<file path="src/rtl/jt7759_pkg.sv">
// Shared constants for the JT7759 ROM responder: address widths, byte order
// and the one-hot FSM encoding.
package jt7759_pkg;

    localparam int BADDR_W = 17;
    localparam int WADDR_W = 16;
    localparam int WORD_W  = 16;
    localparam int BYTE_W  = 8;

    // Odd byte addresses read the upper half of a memory word.
    localparam bit ODD_BYTE_HI = 1'b1;

    localparam logic [2:0] ST_IDLE  = 3'b001;
    localparam logic [2:0] ST_FETCH = 3'b010;
    localparam logic [2:0] ST_PREF  = 3'b100;

    typedef enum logic [2:0] {
        IDLE  = ST_IDLE,
        FETCH = ST_FETCH,
        PREF  = ST_PREF
    } state_e;

    function automatic logic [BYTE_W-1:0] sel_byte(input logic [WORD_W-1:0] w,
                                                   input logic              odd);
        return (odd == ODD_BYTE_HI) ? w[15:8] : w[7:0];
    endfunction

endpackage

</file>
<file path="src/rtl/jt7759_romif_entry.sv">
// One word-buffer entry: valid/tag/data with a write port, flush, and tag
// compares against the current and the following word address.
module jt7759_romif_entry
    import jt7759_pkg::*;
(
    input  logic               clk_i,
    input  logic               rstn_i,
    input  logic               flush_i,
    input  logic               we_i,
    input  logic [WADDR_W-1:0] wtag_i,
    input  logic [WORD_W-1:0]  wdata_i,
    input  logic [WADDR_W-1:0] cur_tag_i,
    input  logic [WADDR_W-1:0] nxt_tag_i,
    output logic [WORD_W-1:0]  data_o,
    output logic               hit_cur_o,
    output logic               hit_nxt_o
);

    logic               valid_q;
    logic [WADDR_W-1:0] tag_q;
    logic [WORD_W-1:0]  data_q;

    // Flush wins over a write landing in the same cycle.
    always_ff @(posedge clk_i or negedge rstn_i) begin
        if (!rstn_i) begin
            valid_q <= 1'b0;
            tag_q   <= '0;
            data_q  <= '0;
        end else if (flush_i) begin
            valid_q <= 1'b0;
        end else if (we_i) begin
            valid_q <= 1'b1;
            tag_q   <= wtag_i;
            data_q  <= wdata_i;
        end
    end

    assign data_o    = data_q;
    assign hit_cur_o = valid_q && (tag_q == cur_tag_i);
    assign hit_nxt_o = valid_q && (tag_q == nxt_tag_i);

endmodule

</file>
<file path="src/rtl/jt7759_romif.sv">
// ROM responder for the JT7759 controller: serves byte reads from a two-entry
// word buffer, fetching misses and prefetching the next word over req/ack.
module jt7759_romif
    import jt7759_pkg::*;
(
    input  logic               clk_i,
    input  logic               rstn_i,
    input  logic               flush_i,
    input  logic               rom_cs_i,
    input  logic [BADDR_W-1:0] rom_addr_i,
    output logic [BYTE_W-1:0]  rom_data_o,
    output logic               rom_ok_o,
    output logic               mem_req_o,
    output logic [WADDR_W-1:0] mem_addr_o,
    input  logic [WORD_W-1:0]  mem_data_i,
    input  logic               mem_ack_i
);

    state_e state_q, state_d;
    logic                req_q, req_d;
    logic [WADDR_W-1:0]  maddr_q, maddr_d;
    logic                pway_q, pway_d;
    logic                lru_q, lru_d;
    logic                drop_q, drop_d;
    logic                ok_q;
    logic [BADDR_W-1:0]  addr_q;
    logic [BYTE_W-1:0]   data_q;

    logic [WADDR_W-1:0]        cur_w, nxt_w;
    logic [1:0]                hit_cur, hit_nxt, we;
    logic [1:0][WORD_W-1:0]    edata;
    logic                      hit, hit_way, nxt_buf, fill, fill_way;
    logic [WORD_W-1:0]         hit_word;

    assign cur_w = rom_addr_i[BADDR_W-1:1];
    assign nxt_w = cur_w + 16'd1;

    for (genvar g = 0; g < 2; g++) begin : g_entry
        jt7759_romif_entry u_entry (
            .clk_i     (clk_i),
            .rstn_i    (rstn_i),
            .flush_i   (flush_i),
            .we_i      (we[g]),
            .wtag_i    (maddr_q),
            .wdata_i   (mem_data_i),
            .cur_tag_i (cur_w),
            .nxt_tag_i (nxt_w),
            .data_o    (edata[g]),
            .hit_cur_o (hit_cur[g]),
            .hit_nxt_o (hit_nxt[g])
        );
    end

    assign hit      = rom_cs_i && (|hit_cur);
    assign hit_way  = hit_cur[1];
    assign hit_word = edata[hit_way];
    assign nxt_buf  = |hit_nxt;

    always_comb begin
        state_d  = state_q;
        req_d    = req_q;
        maddr_d  = maddr_q;
        pway_d   = pway_q;
        fill     = 1'b0;
        fill_way = lru_q;
        case (state_q)
            IDLE: begin
                if (rom_cs_i && !hit) begin
                    state_d = FETCH;
                    req_d   = 1'b1;
                    maddr_d = cur_w;
                end else if (hit && !nxt_buf) begin
                    // Prefetch lands in the entry not serving the current word.
                    state_d = PREF;
                    req_d   = 1'b1;
                    maddr_d = nxt_w;
                    pway_d  = ~hit_way;
                end
            end
            FETCH: begin
                if (mem_ack_i) begin
                    fill     = 1'b1;
                    fill_way = lru_q;
                    req_d    = 1'b0;
                    state_d  = IDLE;
                end
            end
            PREF: begin
                if (mem_ack_i) begin
                    fill     = 1'b1;
                    fill_way = pway_q;
                    req_d    = 1'b0;
                    state_d  = IDLE;
                end
            end
            default: begin
                state_d = IDLE;
                req_d   = 1'b0;
            end
        endcase
    end

    // A flush while a request is (or becomes) outstanding poisons its fill.
    always_comb begin
        drop_d = drop_q;
        if (fill)
            drop_d = 1'b0;
        if (flush_i && (state_d != IDLE))
            drop_d = 1'b1;
    end

    always_comb begin
        we = '0;
        if (fill && !drop_q)
            we[fill_way] = 1'b1;
    end

    always_comb begin
        lru_d = lru_q;
        if (hit)
            lru_d = ~hit_way;
        if (fill)
            lru_d = ~fill_way;
    end

    always_ff @(posedge clk_i or negedge rstn_i) begin
        if (!rstn_i) begin
            state_q <= IDLE;
            req_q   <= 1'b0;
            maddr_q <= '0;
            pway_q  <= 1'b0;
            lru_q   <= 1'b0;
            drop_q  <= 1'b0;
        end else begin
            state_q <= state_d;
            req_q   <= req_d;
            maddr_q <= maddr_d;
            pway_q  <= pway_d;
            lru_q   <= lru_d;
            drop_q  <= drop_d;
        end
    end

    always_ff @(posedge clk_i or negedge rstn_i) begin
        if (!rstn_i) begin
            ok_q   <= 1'b0;
            addr_q <= '0;
            data_q <= '0;
        end else begin
            ok_q <= hit && !flush_i;
            if (hit) begin
                addr_q <= rom_addr_i;
                data_q <= sel_byte(hit_word, rom_addr_i[0]);
            end
        end
    end

    // Gating against the live address keeps a stale ok from leaking out.
    assign rom_ok_o   = ok_q && rom_cs_i && (addr_q == rom_addr_i);
    assign rom_data_o = data_q;
    assign mem_req_o  = req_q;
    assign mem_addr_o = maddr_q;

endmodule

</file>
<file path="config.mk">
export PLATFORM = sky130hd
export DESIGN_NAME = jt7759_romif
export DESIGN_NICKNAME = d
export VERILOG_FILES = /design/src/rtl/jt7759_pkg.sv /design/src/rtl/jt7759_romif_entry.sv /design/src/rtl/jt7759_romif.sv
export SDC_FILE = /design/constraint.sdc
export NUM_CORES = 1
export LEC_CHECK = 0
export CORE_MARGIN = 2
export CORE_UTILIZATION = 50
export CTS_CLUSTER_SIZE = 25
export DETAILED_ROUTE_END_ITERATION = 16
export GPL_ROUTABILITY_DRIVEN = 0
export PLACE_DENSITY = 0.82
export SLEW_MARGIN = 20
export SYNTH_ARGS = -nofsm -noshare
export SYNTH_HDL_FRONTEND = slang
export SYNTH_SLANG_ARGS = --single-unit
</file>
<file path="constraint.sdc">
create_clock -name clk_i -period 2.7 [get_ports clk_i]
set_input_delay 0.81 -clock clk_i [delete_from_list [all_inputs] [get_ports clk_i]]
set_output_delay 0.81 -clock clk_i [all_outputs]
set_load 0.05 [all_outputs]
</file>
==> reports/qor.tcl <==
set qor(p_leak_nw) 4.138
set qor(ys_async_sr_fraction) 1.000
set qor(status) {complete, but fails checks}
set qor(coreArea_sq_um) 12570
set qor(placement.setup.worst_slack_ns) -0.8963
set qor(mostFrequentLayoutCells) {sky130_fd_sc_hd__dfrtp_1, sky130_fd_sc_hd__buf_4, sky130_fd_sc_hd__mux2_2, sky130_fd_sc_hd__clkdlybuf4s50_1, sky130_fd_sc_hd__xnor2_1}
set qor(critical_path.startpoint_type) {primary input}
set qor(htree_num_levels) 4
set qor(combPwrFrac) 0.388
set qor(worstPathMaxFanout) 16
set qor(final_critical_path_required_period_ns) 2.914
set qor(full_die_area_sq_um) 13710
set qor(cts-root-to-sink-buffers) 2
set qor(violations) {negative setup slack}
set qor(worst_ir_drop_vdd_uv) 736.8
set qor(global_route.usage.total) 0.2746
set qor(placedCellCount) 822
set qor(mostFrequentLayoutCell) {sky130_fd_sc_hd__dfrtp_1}
set qor(first_pass_iters) 5
set qor(die_height_um) 117.1
set qor(cts.clk_slew.worst_paths_ns) 0.06
set qor(die_w_um) 117.1
set qor(final.setup_skew_ns) 0.007599
set qor(power.density_nw_per_um2) 893.5
set qor(slew_viol_final) 0
set qor(rsz0062_at_grt) {true}
set qor(initial_antenna_violation_count) 0
set qor(category_of_the_most_critical_setup_path) {primary input to register}
set qor(num-nets-final) 732
set qor(setup_viol) 90
set qor(timing.final.crit_share) 1.079
set qor(cts_tree) {yes}
set qor(cts_num_sinks) 115
set qor(final_layout_size_suffix_gt1_frac) 0.4915
set qor(synth.lib_cells_used.distinct) 72
set qor(ys_warn_count) 0
set qor(grt_pass1_wl_um) 28120
set qor(route.detailed.wl_per_inst_um) 22.03
set qor(arrival_time_worst_endpoint_ns) 3.22
set qor(worst_r2r_path_depth) 9
set qor(finalWirelength_um) 19340
set qor(endpoint_of_the_lowest_slack_register_to_register_path) {mem_addr_o[8]}
set qor(place_hpwl_um) 11800
set qor(area.growth.synth_to_final_pct) 41.35
set qor(post-synth-top-area-fraction) 0.4460
set qor(p_sw_w) 0.002951
set qor(root_buffer) {sky130_fd_sc_hd__clkbuf_16}
set qor(num_io_pins) 64
set qor(cells_after_synthesis) 527
set qor(maxCapViolCount) 0
set qor(floorplan.rows) 41
set qor(mappedNetlistNets) 566
set qor(synthDominantAreaCellType) {sky130_fd_sc_hd__dfrtp_1}
set qor(synth.cell_area_sq_um) 6396
set qor(ys.flop_type) {sky130_fd_sc_hd__dfrtp_1}
set qor(synth-edff-count) 0
set qor(totalPowerFinal_w) 0.008078
set qor(initial_utilization) 0.5089
set qor(worst_slew_margin_rel) 0.5364
set qor(finalWorstSetupSlack_ns) -0.2138
set qor(ys_top_cells_by_area) {sky130_fd_sc_hd__dfrtp_1, sky130_fd_sc_hd__mux2_2, sky130_fd_sc_hd__xnor2_1}
set qor(post_synth.cell_area_avg_sq_um) 12.14
set qor(power.sequential.fraction) 0.347
set qor(number_of_buffers_inserted_during_clock_tree_synthesis) 17
set qor(grt_total_ovfl) 0
set qor(synth.ff_latch_count) 115
set qor(ff2ff_setup_slack_ns) -0.01
set qor(sw_frac_of_total) 0.3653
set qor(antenna_cells) 0
set qor(detailedRoute.firstIterationViolations) 590
set qor(worstSetupEndpointType) {register}
set qor(ys_seq_area_frac) 0.4501
set qor(fmax_ghz) 0.3432
set qor(via_per_inst) 6.016
set qor(first_global_vias) 5322
set qor(finish.utilization) 0.7194
set qor(internal-power_w) 0.005127
set qor(cp_data_required_time_ns) 3.00
set qor(hold_path_class) {primary input to asynchronous set/reset pin}
set qor(grt_start_max_net_pins) 46
set qor(vias) 5282
set qor(number_of_drc_violations_after_detailed_routing) 0
set qor(clock_latency_on_the_worst_skew_pair_ns) 0.42
set qor(hold_viol) 0
set qor(crit-reg2reg-launch) {g_entry[1].u_entry.tag_q[3]}
set qor(detail-route-antenna-nets) 0
set qor(count_of_placed_standard_cells_in_the_final_layout_fillers_left_out) 878
set qor(share_clk_of_total_power) 0.265
set qor(port_buffers) 63
set qor(tightest_slew_ns) 0.6928
-- state kept, by name, indices dropped and copies added (netlist names) --
name and flops:
addr_q 17, g_entry.u_entry.data_o 32, g_entry.u_entry.valid_q 2, lru_q 1, mem_req_o 1, pway_q 1, ok_q 1, g_entry.u_entry.tag_q 32
rom_data_o 8, mem_addr_o 16, state_q 3, drop_q 1
-- layer usage --
layer	up-vias	routed length, um	part of all wire	global-route usage
li1	2235	-	-	-
met1	2683	7543	0.39	0.3409
met2	292	9715	0.50	0.4721
met3	72	1362	0.070	0.05870
met4	0	718	0.037	0.1051
met5	-	0	0	0
-- power by group through the flow --
| stage | clock network (W) | registers, W | logic [W] |
|---|---|---|---|
| after floorplan | 0 | 0.00307 | 0.00147 |
| after global placement | 0 | 0.00271 | 0.00278 |
| after detailed placement | 0 | 0.00277 | 0.00286 |
| after CTS | 0.00215 | 0.00276 | 0.00293 |
| after global routing | 0.00225 | 0.00286 | 0.00328 |
| final | 0.00214 | 0.00281 | 0.00314 |
-- cell type report --
type	count	area [sq um]
sequential	115	2879
multi-input combinational	363	3636
timing repair buffer	185	1709
clock buffer	19	432.9
fill	756	3527
inverter	11	41.29
tap	172	215.2
clock inverter	13	127.6
-- critical path: stages --
cell and delay (ns):
sky130_fd_sc_hd__clkdlybuf4s50_1 0.52, sky130_fd_sc_hd__nor4bb_1 0.48, sky130_fd_sc_hd__mux2i_1 0.55, sky130_fd_sc_hd__buf_4 0.21
sky130_fd_sc_hd__nand2_1 0.10, sky130_fd_sc_hd__buf_4 0.24, sky130_fd_sc_hd__mux2_2 0.30
-- Yosys cell counts (4+ instances only) --
cell type	instances
sky130_fd_sc_hd__a21oi_1	5
sky130_fd_sc_hd__a31oi_1	5
sky130_fd_sc_hd__and2_1	4
sky130_fd_sc_hd__and4_1	5
sky130_fd_sc_hd__buf_2	18
sky130_fd_sc_hd__buf_4	5
sky130_fd_sc_hd__buf_6	5
sky130_fd_sc_hd__clkbuf_1	6
sky130_fd_sc_hd__dfrtp_1	114
sky130_fd_sc_hd__inv_1	11
sky130_fd_sc_hd__mux2_2	94
sky130_fd_sc_hd__mux2_4	9
sky130_fd_sc_hd__mux4_2	8
sky130_fd_sc_hd__nand2_1	21
sky130_fd_sc_hd__nand2b_1	6
sky130_fd_sc_hd__nand3_1	11
sky130_fd_sc_hd__nand4_1	16
sky130_fd_sc_hd__nor2_1	12
sky130_fd_sc_hd__nor2b_1	4
sky130_fd_sc_hd__nor3_1	10
sky130_fd_sc_hd__nor4_1	8
sky130_fd_sc_hd__o21ai_0	9
sky130_fd_sc_hd__xnor2_1	47
sky130_fd_sc_hd__xor2_1	29
-- per-stage QoR --
step,instance area (sq um),hold WS (ns),TNS [ns]
after global routing,9041,0.3980,-19.59
after detailed placement,7926,0.4899,-49.72
after global placement,7926,0.4790,-48.65
after CTS,8725,0.3705,-2.399
after floorplan,6524,0.4683,-4.533
final,9041,0.3706,-13.42
-- kinds of logic (layout without fill, tap and decap cells) --
kind of cell / Yosys count / in the layout / share of synthesized area
buffers and inverters: 49 / 228 / 0.04362
multiplexers: 114 / 114 / 0.2195
AO/OA/AOI/OAI: 50 / 50 / 0.05869
XOR/XNOR: 76 / 76 / 0.1041
flip-flops: 115 / 115 / 0.4501
AND/OR/NAND/NOR: 122 / 122 / 0.1221
adder cells (fa/ha/maj): 1 / 1 / 0.001956
-- worst max path at each step --
stage,startpoint,to,slack [ns],cells past startpoint
floorplan,rom_addr_i[3],rom_ok_o,-0.32,6
global placement,rom_addr_i[1],mem_addr_o[10],-0.85,11
detailed placement,rom_addr_i[2],mem_addr_o[14],-0.90,11
CTS,rom_addr_i[3],rom_ok_o,-0.19,7
global route,mem_ack_i,g_entry[1].u_entry.tag_q[3],-0.29,6
finish,mem_ack_i,g_entry[0].u_entry.data_o[1],-0.21,7
-- repair_timing --
action	4_1_cts	5_1_grt
setup endpoints to repair	50	46
buffers inserted	10	14
endpoints found under the hold margin	0	0
hold buffers	0	0
gates cloned	0	1
resized for setup	91	55
pin swaps	15	19
Power figures use the tool's default switching activity.
